### src/rtl/ast_pack.sv
// Avalon-ST source packer: byte-serial packets in, SYMBOLS-wide beats out.
// Accumulator plus output register; one input byte per cycle.
module ast_pack #(
  parameter int BYTE_W             = 8,
  parameter int AST_SOURCE_SYMBOLS = 8,
  parameter int AST_SOURCE_ORDER   = 1,
  parameter int AST_SOURCE_EMPTY_W =
    (AST_SOURCE_SYMBOLS == 1) ? 1 : $clog2(AST_SOURCE_SYMBOLS),
  parameter int DROP_CNT_W         = 16
) (
  input  logic                                 clk_i,
  input  logic                                 srst_i,
  input  logic [BYTE_W-1:0]                    byte_data_i,
  input  logic                                 byte_valid_i,
  output logic                                 byte_ready_o,
  input  logic                                 byte_sop_i,
  input  logic                                 byte_eop_i,
  output logic [AST_SOURCE_SYMBOLS*BYTE_W-1:0] ast_source_data_o,
  output logic                                 ast_source_valid_o,
  input  logic                                 ast_source_ready_i,
  output logic [AST_SOURCE_EMPTY_W-1:0]        ast_source_empty_o,
  output logic                                 ast_source_startofpacket_o,
  output logic                                 ast_source_endofpacket_o,
  output logic [DROP_CNT_W-1:0]                drop_cnt_o
);

  localparam int S     = AST_SOURCE_SYMBOLS;
  localparam int CNT_W = $clog2(S + 1);
  localparam int EW    = AST_SOURCE_EMPTY_W;

  typedef logic [S-1:0][BYTE_W-1:0] beat_t;

  beat_t            acc;
  beat_t            out_data;
  logic [CNT_W-1:0] acc_cnt;
  logic             acc_sop;
  logic             acc_eop;
  logic             acc_done;
  logic [EW-1:0]    acc_empty;
  logic             in_pkt;
  logic             out_valid;
  logic             out_sop;
  logic             out_eop;
  logic [EW-1:0]    out_empty;
  logic [DROP_CNT_W-1:0] drop_cnt;

  logic             out_free;
  logic             accept;
  logic             start;
  logic             append;
  logic             drop;
  logic             complete;
  logic             sop_now;
  logic [CNT_W-1:0] cnt_next;
  logic [CNT_W-1:0] pos;
  logic [CNT_W-1:0] rem;
  logic [EW-1:0]    empty_next;
  beat_t            beat_next;

  always_comb begin
    out_free   = !out_valid || ast_source_ready_i;
    accept     = byte_valid_i && !acc_done;
    start      = accept && byte_sop_i && !in_pkt;
    append     = accept && (in_pkt || byte_sop_i);
    drop       = accept && !in_pkt && !byte_sop_i;
    cnt_next   = acc_cnt + CNT_W'(1);
    complete   = append && (cnt_next == CNT_W'(S) || byte_eop_i);
    sop_now    = acc_sop || start;
    pos        = (AST_SOURCE_ORDER != 0) ?
                 CNT_W'(S - 1) - acc_cnt : acc_cnt;
    beat_next  = acc;
    for (int k = 0; k < S; k++) begin
      if (CNT_W'(k) == pos) beat_next[k] = byte_data_i;
    end
    rem        = CNT_W'(S) - cnt_next;
    empty_next = byte_eop_i ? rem[EW-1:0] : '0;
  end

  always_ff @(posedge clk_i) begin
    if (srst_i) begin
      acc       <= '0;
      acc_cnt   <= '0;
      acc_sop   <= 1'b0;
      acc_eop   <= 1'b0;
      acc_done  <= 1'b0;
      acc_empty <= '0;
      in_pkt    <= 1'b0;
      out_data  <= '0;
      out_valid <= 1'b0;
      out_sop   <= 1'b0;
      out_eop   <= 1'b0;
      out_empty <= '0;
      drop_cnt  <= '0;
    end else begin
      if (out_valid && ast_source_ready_i) out_valid <= 1'b0;
      // A parked beat always drains before new bytes are taken.
      if (acc_done) begin
        if (out_free) begin
          out_data  <= acc;
          out_sop   <= acc_sop;
          out_eop   <= acc_eop;
          out_empty <= acc_empty;
          out_valid <= 1'b1;
          acc       <= '0;
          acc_sop   <= 1'b0;
          acc_done  <= 1'b0;
        end
      end else if (complete) begin
        acc_cnt <= '0;
        in_pkt  <= !byte_eop_i;
        if (out_free) begin
          out_data  <= beat_next;
          out_sop   <= sop_now;
          out_eop   <= byte_eop_i;
          out_empty <= empty_next;
          out_valid <= 1'b1;
          acc       <= '0;
          acc_sop   <= 1'b0;
        end else begin
          acc       <= beat_next;
          acc_sop   <= sop_now;
          acc_eop   <= byte_eop_i;
          acc_empty <= empty_next;
          acc_done  <= 1'b1;
        end
      end else if (append) begin
        acc     <= beat_next;
        acc_cnt <= cnt_next;
        acc_sop <= sop_now;
        in_pkt  <= 1'b1;
      end
      if (drop && drop_cnt != '1) drop_cnt <= drop_cnt + DROP_CNT_W'(1);
    end
  end

  assign byte_ready_o               = !acc_done;
  assign ast_source_data_o          = out_data;
  assign ast_source_valid_o         = out_valid;
  assign ast_source_empty_o         = out_empty;
  assign ast_source_startofpacket_o = out_sop;
  assign ast_source_endofpacket_o   = out_eop;
  assign drop_cnt_o                 = drop_cnt;

endmodule

### config.mk
export PLATFORM = sky130hd
export DESIGN_NAME = ast_pack
export DESIGN_NICKNAME = d
export VERILOG_FILES = /design/src/rtl/ast_pack.sv
export SDC_FILE = /design/constraint.sdc
export NUM_CORES = 1
export LEC_CHECK = 0
export ABC_AREA = 0
export BUFFER_PORTS_ARGS = -buffer_cell sky130_fd_sc_hd__buf_2
export CAP_MARGIN = 20
export CORE_ASPECT_RATIO = 1.5
export CORE_MARGIN = 2
export CORE_UTILIZATION = 30
export CTS_BUF_LIST = sky130_fd_sc_hd__clkbuf_4 sky130_fd_sc_hd__clkbuf_8 sky130_fd_sc_hd__clkbuf_16
export CTS_CLUSTER_DIAMETER = 60
export DETAILED_ROUTE_END_ITERATION = 8
export HOLD_SLACK_MARGIN = 0.15
export SLEW_MARGIN = 5
export SYNTH_ARGS = -nofsm -noshare
export SYNTH_HDL_FRONTEND = slang
export SYNTH_SLANG_ARGS = --single-unit
### constraint.sdc
create_clock -name clk_i -period 2 [get_ports clk_i]
set_input_delay 0.4 -clock clk_i [delete_from_list [all_inputs] [get_ports clk_i]]
set_output_delay 0.4 -clock clk_i [all_outputs]
set_load 0.01 [all_outputs]
==> results of run 1 <==
## path summary, 6_finish.rpt
path                      from                    end  cells past startpoint
hold reg to reg   acc_empty[2]           acc_empty[2]                      2
hold / removal      byte_sop_i                 in_pkt                      3
setup reg to reg    acc_cnt[0]  ast_source_data_o[31]                      9
setup / recovery    acc_cnt[0]  ast_source_data_o[31]                      9
## cells by family after synthesis
group                      Yosys count
xor gates and xnor gates            14
and+or+nand+nor                    237
buffers and inverters               78
adders and majority gates            5
muxes                               34
DFF                                161
AOI/OAI and AO/OA                  183
## routing by layer
metal	part of all wire (%)	vias up
met5	0.071	-
met4	1.9	2
met3	3.7	25
met2	53	104
met1	42	2766
li1	-	2840
## synth_stat cells (6+ instances only)
| cell | number | area [sq um] |
|---|---|---|
| nand2_1 | 58 | 218 |
| clkbuf_1 | 26 | 97.6 |
| inv_1 | 8 | 30.0 |
| a211oi_1 | 39 | 293 |
| a32o_1 | 40 | 400 |
| a311oi_1 | 34 | 298 |
| mux2i_1 | 34 | 340 |
| nor2_1 | 94 | 353 |
| nand4_1 | 6 | 37.5 |
| a21oi_1 | 18 | 90.1 |
| and2_1 | 11 | 68.8 |
| buf_1 | 13 | 48.8 |
| o21ai_2 | 7 | 61.3 |
| nand3_1 | 39 | 195 |
| a22o_1 | 26 | 228 |
| buf_4 | 6 | 45.0 |
| xnor2_1 | 11 | 96.3 |
| dfxtp_1 | 161 | 3220 |
| buf_2 | 23 | 115 |
## worst max-delay path, stage by stage (launching register included)
cell and delay [ns]:
dfxtp_2 0.34, ha_2 0.18, and2_4 0.16, nand2_2 0.07
o311ai_4 0.39, buf_4 0.20, clkbuf_16 0.13, buf_4 0.10
nor2_1 0.03, a311oi_1 0.22
## through the flow
step                setup TNS, ns  setup slack [ns]
detailed placement              0            0.0270
finish                          0            0.0761
floorplan                       0            0.0598
global route              -0.0470           -0.0301
global placement                0            0.0588
CTS                             0            0.0215
## area by class of cell
type                            count  share of cell area, %
Inverter                            8                  0.351
Clock buffer                       17                   4.98
Clock inverter                     15                   2.14
Sequential cell                   161                   37.8
Timing Repair Buffer              159                   13.2
Tap cell                          276                   4.04
Multi-Input combinational cell    473                   37.5
## power groups by stage
stage	Combinational, uW	Clock [uW]	Sequential (uW)
global placement	650	0	3430
finish	683	3340	3360
detailed placement	655	0	3430
global route	748	3550	3370
CTS	656	3430	3360
floorplan	353	0	3460
## sequential cells by signal, summed over array words and instances (netlist names)
signal,count
acc_cnt,4
ast_source_endofpacket_o,1
acc_empty,3
ast_source_valid_o,1
ast_source_data_o,64
ast_source_empty_o,3
acc_done,1
drop_cnt_o,16
acc_sop,1
ast_source_startofpacket_o,1
acc_eop,1
in_pkt,1
acc,64
## repair_timing
action                                  in CTS  in global routing
endpoints found under the hold margin        0                  0
pin swaps                                    0                  5
endpoints found under the setup margin       7                 88
buffers inserted                             0                  4
gates cloned                                 0                  3
gates resized for setup                      1                 19
==> qor.yml, run 1 <==
synthesis:
  synth_ff_type: "dfxtp_1"
  synth_cell_types: 53
  yosys.area_share.simple_pct: 16.2
  syn_area_sq_um: 6710
  synth_top_family_by_area: "compound AO/OA/AOI/OAI gates"
  syn_avg_cell_area_sq_um: 9.43
  seq_area_frac_synth_pct: 48.0
  muxShareOfSynthArea_pct: 5.07
  synth-seq-cells: 161
  synth_edf_count: 0
  synth_fa_ha_area_share_pct: 0.932
  synth_compound_area_share_pct: 22.8
  synth_xor_area_share_pct: 1.83
  yosysWarnings: 0
  synth_cells: 712
  synthArstFlopShare_pct: 0
  synth_fp_nets: 731
global_routing:
  antenna_found_initial: 1
  busiest_layer: "met2"
  grt_pass1_vias: 5399
  grt.overflow.total: 0
  grt_use_total_pct: 15.3
  groute.layer.met1.usage_pct: 17.4
  grt_max_degree: 97
  grt_use_met3_pct: 3.40
  met2_usage_pct: 27.4
  grt_pass1_wl_um: 28800
floorplanning:
  io_pins: 101
  rows: 67
  start_util_pct: 30.3
  die_h_um: 187
  core_sq_um: 22100
  die_area_sq_um: 23600
  die-width_um: 126
layout:
  area_growth_pct: 27.4
  layout_commonest_cell: "dfxtp_1"
  n_fill_cell: 2267
  nNetsFinal: 839
  drive_gt1_share_pct: 26.9
  mostFrequentLayoutCells: "157 x dfxtp_1, 100 x buf_2, 93 x nor2_1, 56 x nand2_1, 44 x buf_4"
  final_cells: 1109
  final_area_sq_um: 8550
  post-route-util_pct: 38.6
  antenna_cells: 0
  seqCellArea_sq_um: 3230
  multiInputGateArea_sq_um: 3210
power:
  peakVddDrop_mv: 0.499
  combPwrFrac_pct: 9.3
  swShare_pct: 24.7
  finalPower_uw: 7390
  p_seq_share_pct: 45.5
  p_clk_share_pct: 45.2
  p_switching_uw: 1830
  leakagePower_uw: 0.00324
  p_per_area_nw_per_um2: 864
  p_int_uw: 5560
setup_path:
  rrSetupSlack_ns: 0.08
  crit_path_max_fanout: 5
  crit_type: "flip-flop to flip-flop"
  arrival_ns: 2.26
  critPathCaptureType: "flip-flop"
  cp.required_ns: 2.34
  start_kind: "flip-flop"
place:
  port_buffers: 100
  dp_cells: 1070
  post_dp_cell_area_sq_um: 7770
  gp_congestion: 0.802
  dp_hpwl_um: 12600
drt:
  drt_first_iter_violations: 234
  route.detailed.drc: 0
  routedWlPerCell_um: 16.4
  wl_um: 18200
  ant_nets: 0
  drt-pass1-iter-count: 4
  dr_total_vias: 5737
  via_per_inst: 5.17
cts:
  clkSinkCount: 161
  clk-insertion-delay-late_ns: 0.43
  cts-htree-levels: 4
  cts_hold_buf: 0
  cts-root-buf: "clkbuf_16"
  cts_buffers: 17
  cts_tree: "built"
  clockBufferDepth: 2
  clk_pin_slew_ns: 0.07
run:
  drv_cap: 0
sta:
  maxSlewViolCount: 0
  fin_crit_ns: 1.92
  setup_viol: 0
  relSlewSlack_pct: 69.2
  clock_skew_ns: 0.0111
  max_freq_mhz: 520
  final_hold_viol_count: 0
  tightest_slew_ns: 0.463
  hold_ws_ns: 0.331
  rsz0062_at_grt: "yes"
  fin_crit_sh_pct: 96.2
outcome:
  status: "completed"
worst_hold_path:
  hold_class: "primary input to flip-flop"
Power figures use the tool's default switching activity.
==> run 2: changes to the inputs <==
--- a/config.mk
+++ b/config.mk
@@ -15,6 +15,7 @@
 export CTS_CLUSTER_DIAMETER = 60
 export DETAILED_ROUTE_END_ITERATION = 8
 export HOLD_SLACK_MARGIN = 0.15
+export PLACE_DENSITY = 0.57
 export SLEW_MARGIN = 5
 export SYNTH_ARGS = -nofsm -noshare
 export SYNTH_HDL_FRONTEND = slang
==> run 2 against run 1 <==
  * Non-clock buffer count is 13 lower
  * Sequential cell count stayed put
  * Global-route usage hardly changed
  * Highest routed layer unchanged
  * Clock-buffer cell count is 5 higher
  * Combinational power is 6.7% lower
  * Critical path type unchanged
  * Worst hold slack worse by 0.010 ns
  * Routed wire length is 0.14% higher
  * Die area stayed put
  * First-iteration DRC count is 50% higher
  * Utilization is 1.1 points lower
  * Clock power is 2% lower
  * Maximum frequency is 0.33% lower
==> qor.yml, run 2 (same netlist as run 1, synthesis figures left out) <==
global_routing:
  grt_pass1_vias: 5334  # was 5399
  grt_use_met3_pct: 3.35  # was 3.40%
  busiest_layer: "met2"  # unchanged
  grt_use_total_pct: 15.3  # about the same
  antenna_found_initial: 2  # was 1
  grt.overflow.total: 0  # unchanged
  grt_pass1_wl_um: 28900  # was 28800 um
  met2_usage_pct: 25.9  # was 27.4%
  groute.layer.met1.usage_pct: 18.6  # was 17.4%
  grt_max_degree: 70  # was 97
run:
  drv_cap: 0  # unchanged
setup_path:
  start_kind: "flip-flop"  # unchanged
  crit_path_max_fanout: 9  # was 5
  arrival_ns: 2.30  # was 2.26 ns
  crit_type: "flip-flop to flip-flop"  # unchanged
  critPathCaptureType: "flip-flop"  # unchanged
  cp.required_ns: 2.37  # was 2.34 ns
sta:
  final_hold_viol_count: 0  # unchanged
  setup_viol: 0  # unchanged
  fin_crit_sh_pct: 96.5  # was 96.2%
  max_freq_mhz: 518  # was 520 MHz
  maxSlewViolCount: 0  # unchanged
  fin_crit_ns: 1.93  # was 1.92 ns
  relSlewSlack_pct: 50.2  # was 69.2%
  rsz0062_at_grt: "yes"  # unchanged
  tightest_slew_ns: 0.747  # was 0.463 ns
  clock_skew_ns: 0.00922  # was 0.0111 ns
layout:
  final_cells: 1096  # was 1109
  mostFrequentLayoutCells: "161 x dfxtp_1, 100 x buf_2, 94 x nor2_1, 56 x nand2_1, 41 x buf_4"  # was 157 x dfxtp_1, 100 x buf_2, 93 x nor2_1, 56 x nand2_1, 44 x buf_4
  layout_commonest_cell: "dfxtp_1"  # unchanged
  area_growth_pct: 23.6  # was 27.4%
  multiInputGateArea_sq_um: 3190  # was 3210 sq um
  nNetsFinal: 826  # was 839
  n_fill_cell: 2312  # was 2267
  drive_gt1_share_pct: 24.7  # was 26.9%
  final_area_sq_um: 8300  # was 8550 sq um
  seqCellArea_sq_um: 3220  # was 3230 sq um
cts:
  clk_pin_slew_ns: 0.06  # was 0.07 ns
  clk-insertion-delay-late_ns: 0.43  # about the same
  cts_tree: "built"  # unchanged
  clkSinkCount: 161  # unchanged
  cts-htree-levels: 4  # unchanged
  clockBufferDepth: 2  # unchanged
  post-cts-setup-buffers: 0  # unchanged
  cts-root-buf: "clkbuf_16"  # unchanged
  cts_buffers: 17  # unchanged
place:
  port_buffers: 100  # unchanged
  dp_cells: 1064  # was 1070
  gp_congestion: 0.850  # was 0.802
  dp_hpwl_um: 12600  # about the same
  post_dp_cell_area_sq_um: 7650  # was 7770 sq um
drt:
  dr_total_vias: 5747  # was 5737
  drt_first_iter_violations: 351  # was 234
  wl_um: 18300  # was 18200 um
  ant_nets: 0  # unchanged
  route.detailed.drc: 0  # unchanged
  via_per_inst: 5.24  # was 5.17
  drt-pass1-iter-count: 4  # unchanged
  routedWlPerCell_um: 16.7  # was 16.4 um
floorplanning:
  io_pins: 101  # unchanged
  die-width_um: 126  # unchanged
  die_h_um: 187  # unchanged
  core_sq_um: 22100  # unchanged
  die_area_sq_um: 23600  # unchanged
  start_util_pct: 30.3  # unchanged
  rows: 67  # unchanged
power:
  leakagePower_uw: 0.00314  # was 0.00324 uW
  peakVddDrop_mv: 0.482  # was 0.499 mV
  p_per_area_nw_per_um2: 877  # was 864 nW/um^2
worst_hold_path:
  hold_class: "primary input to flip-flop"  # unchanged
outcome:
  status: "completed"  # unchanged
-- run 2: area by class of cell --
| class | count | share of cell area (%) |
|---|---|---|
| Sequential cell | 161 | 38.9 |
| Multi-Input combinational cell | 473 | 38.5 |
| Timing Repair Buffer | 146 | 10.9 |
| Clock buffer | 22 | 5.88 |
| Tap cell | 276 | 4.16 |
| Clock inverter | 9 | 1.27 |
| Inverter | 8 | 0.362 |
| Antenna cell | 1 | 0.0302 |
-- run 2: final timing paths --
check                                to  depth (start not counted)        from  slack, ns
worst min register to register  acc_eop                          2     acc_eop       0.45
worst max-delay path            acc[35]                          7  acc_cnt[0]       0.07
worst max register to register  acc[35]                          7  acc_cnt[0]       0.07
worst min-delay path             in_pkt                          3  byte_sop_i       0.32
-- run 2: routing by layer --
layer / share of wire, % / up-vias
li1: - / 2820
met1: 42 / 2767
met2: 50 / 125
met3: 4.3 / 33
met4: 2.7 / 2
met5: 0.071 / -
-- run 2: what timing repair did --
item / CTS / global route
hold buffers: 0 / 0
resized for setup: 0 / 13
setup endpoints to repair: 0 / 63
-- run 2: metrics by stage --
stage | utilization, % | hold slack (ns) | TNS, ns | setup slack [ns] | total power, uW
2_1_floorplan | - | 0.432 | 0 | 0.0598 | 3820
3_3_place_gp | 34.5 | 0.440 | 0 | 0.0374 | 4060
3_5_place_dp | 34.5 | 0.449 | 0 | 0.0249 | 4060
4_1_cts | 37.2 | 0.308 | 0 | 0.0575 | 7350
5_1_grt | 37.5 | 0.329 | -0.0209 | -0.00622 | 7530
6_report | 37.5 | 0.321 | 0 | 0.0698 | 7270
-- run 2: worst max-delay path, cell delays in order (launching register included) --
cell	delay (ns)
dfxtp_1	0.34
buf_4	0.18
inv_1	0.12
o41ai_2	0.42
o21ai_2	0.12
buf_4	0.18
o21ai_2	0.32
a22o_1	0.20
-- run 2: power breakdown --
part / total [uW] / internal (uW) / switching, uW
Sequential: 3360 / 3300 / 55.0
Combinational: 637 / 240 / 396
Clock: 3270 / 1970 / 1300
